File: config.mk
export PLATFORM = sky130hd
export DESIGN_NAME = key_conditioner
export DESIGN_NICKNAME = d
export VERILOG_FILES = /design/src/rtl/key_conditioner_lane.sv /design/src/rtl/key_conditioner.sv
export SDC_FILE = /design/constraint.sdc
export NUM_CORES = 1
export LEC_CHECK = 0
export BUFFER_PORTS_ARGS = -buffer_cell sky130_fd_sc_hd__buf_4
export CORE_MARGIN = 8
export CORE_UTILIZATION = 35
export CTS_BUF_LIST = sky130_fd_sc_hd__clkbuf_16
export DETAILED_ROUTE_END_ITERATION = 12
export SLEW_MARGIN = 20
export SYNTH_ARGS = -nofsm -noshare
export SYNTH_HDL_FRONTEND = slang
export SYNTH_HIERARCHICAL = 1
export SYNTH_SLANG_ARGS = --single-unit
File: constraint.sdc
create_clock -name clk -period 2.1 [get_ports clk]
set_input_delay 0.525 -clock clk [delete_from_list [all_inputs] [get_ports clk]]
set_output_delay 0.525 -clock clk [all_outputs]
set_load 0.005 [all_outputs]
File: src/rtl/key_conditioner_lane.sv
// Single key lane: 2-flop synchronizer, counter debouncer, press/release
// pulses and optional hold-to-repeat pulses.
// Ports: clk, rst_n (async, active-low), key (raw, async), key_stable,
//        key_press, key_release, key_repeat, key_event (press | repeat).
module key_conditioner_lane #(
  parameter int unsigned debounce_cycles      = 500000,
  parameter int unsigned repeat_delay_cycles  = 25000000,
  parameter int unsigned repeat_period_cycles = 5000000
) (
  input  logic clk,
  input  logic rst_n,
  input  logic key,
  output logic key_stable,
  output logic key_press,
  output logic key_release,
  output logic key_repeat,
  output logic key_event
);

  localparam int unsigned DBW = $clog2(debounce_cycles + 1);
  localparam logic [DBW-1:0] DB_LAST = DBW'(debounce_cycles - 1);

  logic           sync1;
  logic           sync2;
  logic [DBW-1:0] db_cnt;
  logic           accept;

  always_ff @(posedge clk or negedge rst_n) begin
    if (!rst_n) begin
      sync1 <= 1'b0;
      sync2 <= 1'b0;
    end else begin
      sync1 <= key;
      sync2 <= sync1;
    end
  end

  // Level change is accepted on the edge that completes the stable run.
  assign accept = (sync2 != key_stable) && (db_cnt == DB_LAST);

  always_ff @(posedge clk or negedge rst_n) begin
    if (!rst_n) begin
      key_stable  <= 1'b0;
      db_cnt      <= '0;
      key_press   <= 1'b0;
      key_release <= 1'b0;
    end else begin
      key_press   <= accept & sync2;
      key_release <= accept & ~sync2;
      if ((sync2 == key_stable) || accept) begin
        db_cnt <= '0;
      end else begin
        db_cnt <= db_cnt + DBW'(1);
      end
      if (accept) begin
        key_stable <= sync2;
      end
    end
  end

  if (repeat_delay_cycles == 0) begin : g_no_rpt
    assign key_repeat = 1'b0;
  end else begin : g_rpt
    localparam int unsigned RPT_MAX = (repeat_delay_cycles > repeat_period_cycles) ?
                                      repeat_delay_cycles : repeat_period_cycles;
    localparam int unsigned RW = $clog2(RPT_MAX + 1);
    localparam logic [RW-1:0] DELAY_LAST  = RW'(repeat_delay_cycles - 1);
    localparam logic [RW-1:0] PERIOD_LAST = RW'(repeat_period_cycles - 1);

    logic [RW-1:0] rpt_cnt;
    logic          rpt_first;
    logic          rpt_q;
    logic          rpt_hit;

    // rpt_first selects the initial delay; afterwards the period applies.
    assign rpt_hit = (rpt_cnt == (rpt_first ? DELAY_LAST : PERIOD_LAST));

    always_ff @(posedge clk or negedge rst_n) begin
      if (!rst_n) begin
        rpt_cnt   <= '0;
        rpt_first <= 1'b0;
        rpt_q     <= 1'b0;
      end else if (accept) begin
        rpt_cnt   <= '0;
        rpt_first <= 1'b1;
        rpt_q     <= 1'b0;
      end else if (key_stable) begin
        if (rpt_hit) begin
          rpt_cnt   <= '0;
          rpt_first <= 1'b0;
          rpt_q     <= 1'b1;
        end else begin
          rpt_cnt <= rpt_cnt + RW'(1);
          rpt_q   <= 1'b0;
        end
      end else begin
        rpt_cnt <= '0;
        rpt_q   <= 1'b0;
      end
    end

    assign key_repeat = rpt_q;
  end

  assign key_event = key_press | key_repeat;

endmodule

File: src/rtl/key_conditioner.sv
// Conditions w_key raw key inputs into clean debounced levels and
// single-cycle press/release/repeat events.
// Ports: clk, rst_n (async, active-low), key[w_key] raw levels;
//        key_stable, key_press, key_release, key_repeat, key_event per lane.
module key_conditioner #(
  parameter int unsigned clk_mhz              = 50,
  parameter int unsigned w_key                = 4,
  parameter int unsigned debounce_cycles      = clk_mhz * 1000 * 10,
  parameter int unsigned repeat_delay_cycles  = clk_mhz * 1000 * 500,
  parameter int unsigned repeat_period_cycles = clk_mhz * 1000 * 100
) (
  input  logic             clk,
  input  logic             rst_n,
  input  logic [w_key-1:0] key,
  output logic [w_key-1:0] key_stable,
  output logic [w_key-1:0] key_press,
  output logic [w_key-1:0] key_release,
  output logic [w_key-1:0] key_repeat,
  output logic [w_key-1:0] key_event
);

  for (genvar i = 0; i < int'(w_key); i++) begin : g_lane
    key_conditioner_lane #(
      .debounce_cycles     (debounce_cycles),
      .repeat_delay_cycles (repeat_delay_cycles),
      .repeat_period_cycles(repeat_period_cycles)
    ) u_lane (
      .clk        (clk),
      .rst_n      (rst_n),
      .key        (key[i]),
      .key_stable (key_stable[i]),
      .key_press  (key_press[i]),
      .key_release(key_release[i]),
      .key_repeat (key_repeat[i]),
      .key_event  (key_event[i])
    );
  end

endmodule

==> flow_summary.yaml <==
status:
  status: "finished clean"
clock_tree:
  cts.sink_count: 204
  htreeDepth: 1
  cts_buffer_depth: 3
  cts_tree: "yes"
  cts-root-buf: "clkbuf_16"
  numCtsBuffers: 24
  clock_latency_ns: 0.52
  clk_pin_slew_ns: 0.06
critical_path:
  crit_path_start_kind: "register"
  arrival_ns: 2.41
  r2r-start: "g_lane[0].u_lane/g_rpt.rpt_cnt[6]"
  path_max_fanout: 7
  critPathCaptureType: "register"
  reg2regPathDepth: 5
  startpoint: "g_lane[0].u_lane/g_rpt.rpt_cnt[6]"
  worst-setup-path-type: "reg -> reg"
  critPathRequiredTime_ns: 2.52
global_routing:
  grt_pass1_vias: 7833
  grt_pass1_wl_microns: 38300
  grt.total_usage: 0.123
  grt_max_degree: 53
  grt-ovfl-total: 0
  antenna_found_initial: 0
sta:
  slew_headroom: 0.703
  worst_slew_pin_slew_ns: 0.446
  drv_slew: 0
  final_hold_viol_count: 0
  fmax_ghz: 0.501
  finalCriticalPeriod_ns: 2.00
  finalSetupViolCount: 0
  period_share: 0.950
  skew_ns: 0.00843
  layout_setup_ws_ns: 0.104
layout:
  area_growth_pct: 19.5
  layout-drive-gt1-share: 0.150
  final_nets: 1120
  final_common_cell: "dfrtp_1"
  finalNonFillerCells: 1507
  stdcell_area_sq_um: 12300
  utilization: 0.426
  final_cell_mix: "dfrtp_1 (202), buf_4 (82), nor3_1 (71)"
  n_antenna_cell: 0
floorplan:
  num_io_pins: 26
  row_count: 62
  chipHeight_microns: 187
  die_area_sq_um: 35000
  fp.coreArea_sq_um: 28800
  initial_core_util: 0.356
  fp.dieW_microns: 187
place:
  dp_hpwl_microns: 14700
  place_ws_ns: 0.0155
  dp_cells: 1463
  placedInstanceArea_sq_um: 11400
  gp_congestion: 0.804
  port_buffers: 25
drt:
  drc_errors: 0
  drt_pass1_iterations: 4
  vias: 8011
  drt-total-wl_microns: 21900
  drt-vias-per-instance: 5.32
  ant_nets: 0
  wl_per_cell_microns: 14.5
  dr.first_iter.drc_count: 361
power:
  p_leak_uw: 0.00472
  irDropWorstVdd_mv: 0.416
  p_int_uw: 6650
  clkPwrFrac: 0.508
  powerDensity_nw_per_um2: 690
  share_seq_of_total_power: 0.471
  p_total_uw: 8450
  switching_share: 0.213
  p_switching_uw: 1800
  combPwrFrac: 0.021
worst_hold_path:
  holdPathStages: 1
  hold_start: "key[2]"
  min_path_type: "in -> reg"
logic_synthesis:
  synth-main-ff-cell: "dfrtp_1"
  synthAdderAreaFrac: 0.00976
  yosys_warnings: 6
  synth_top_family_by_area: "simple AND/OR/NAND/NOR gates"
  syn_area_sq_um: 10300
  syn_inst: 1024
  post_synth_num_cell_types: 40
  synth-simple-area-share: 0.269
  synth_mux_area_frac: 0.00390
  synth_seq_area_share: 0.498
  synth-xor-area-share: 0.0820
  synthArstFlopShare: 1.00
  ys_ff_latch: 204
  synth_edf_count: 0
  synth_fp_nets: 1038
  syn_area_per_cell_sq_um: 10.0
  synth-compound-area-share: 0.108
job:
  cap_violations: 0
[final cells by class]
cell class,instances,area (sq um)
multi-input combinational,744,4910
clock inverter,18,193
inverter,40,150
fill,2705,16500
tap,384,480
sequential,204,5110
clock buffer,25,626
timing repair buffer,92,792
[kinds of logic (layout without fill, tap and decap cells)]
family                     after synthesis  count (layout)
adders and majority gates                8               8
xor gates and xnor gates                96              96
AOI/OAI and AO/OA                      156             156
buffers and inverters                   76             175
muxes                                    4               4
DFF                                    204             204
and+or+nand+nor                        480             480
[registers in the layout (all words and copies together) (netlist names)]
register / flops
g_lane.u_lane/key_stable: 4
g_lane.u_lane/key_press: 4
g_lane.u_lane/key_repeat: 4
g_lane.u_lane/sync2: 4
g_lane.u_lane/g_rpt.rpt_first: 4
g_lane.u_lane/db_cnt: 76
g_lane.u_lane/sync1: 4
g_lane.u_lane/key_release: 4
g_lane.u_lane/g_rpt.rpt_cnt: 100
[metal layers]
layer	vias to the layer above	track usage	share of wire
met5	-	0	0
met4	0	0.0357	0.018
met3	29	0.0164	0.031
met2	88	0.202	0.47
met1	3914	0.168	0.48
li1	3980	-	-
[what timing repair did]
| action | 4_1_cts | 5_1_grt |
|---|---|---|
| pin swaps | 0 | 1 |
| hold buffers | 1 | 0 |
| gates resized for setup | 1 | 9 |
| setup buffers | 0 | 0 |
| setup endpoints to repair | 1 | 24 |
| endpoints found under the hold margin | 45 | 0 |
[worst paths after layout]
path / to / slack [ns]
worst max-delay path: g_lane[0].u_lane/g_rpt.rpt_cnt[15] / 0.10
worst min-delay path: g_lane[2].u_lane/sync1 / 0.11
worst max register to register: g_lane[0].u_lane/g_rpt.rpt_cnt[15] / 0.10
worst min register to register: g_lane[0].u_lane/sync2 / 0.35
max in group asynchronous: g_lane[0].u_lane/g_rpt.rpt_cnt[5] / 0.99
min in group asynchronous: g_lane[2].u_lane/key_press / 0.51
[cell usage after synthesis (all sizes together), types with 8 or more instances]
cell type	n	area, sq um
nand2	64	240
nor4b	8	70.1
nand4	48	325
buf	16	75.1
nand4b	8	70.1
dfrtp	204	5100
nand3	60	320
a211oi	48	440
nor2	60	225
nor4	20	125
and2	8	50.1
inv	40	150
and4	20	175
or4	32	240
o31ai	20	150
nor3	72	360
ha	8	100
nor4bb	8	80.1
and3	8	50.1
or3	44	275
xnor2	44	385
o21ai	40	200
clkbuf	20	75.1
xor2	52	455
a21oi	24	120
o41ai	8	70.1
[critical path: stages, from the launching register on]
cell	delay [ns]
dfrtp_1	0.41
nand3_2	0.11
buf_4	0.17
or4_1	0.60
or3_1	0.38
a211oi_1	0.24
[power by group through the flow]
stage                     clock network (uW)  logic (uW)  registers, uW
final                                   4290         180           3980
after global routing                    4610         210           3980
after CTS                               4450         190           3980
after detailed placement                   0         188           4050
after global placement                     0         186           4050
after floorplan                            0        57.8           4050
[stage by stage]
| step | TNS [ns] | hold WS [ns] |
|---|---|---|
| final | 0 | 0.111 |
| after floorplan | 0 | 0.229 |
| after global placement | 0 | 0.335 |
| after CTS | 0 | 0.0849 |
| after global routing | -0.000811 | 0.0886 |
| after detailed placement | 0 | 0.336 |
Note: power is estimated with default switching activity, not from simulation.
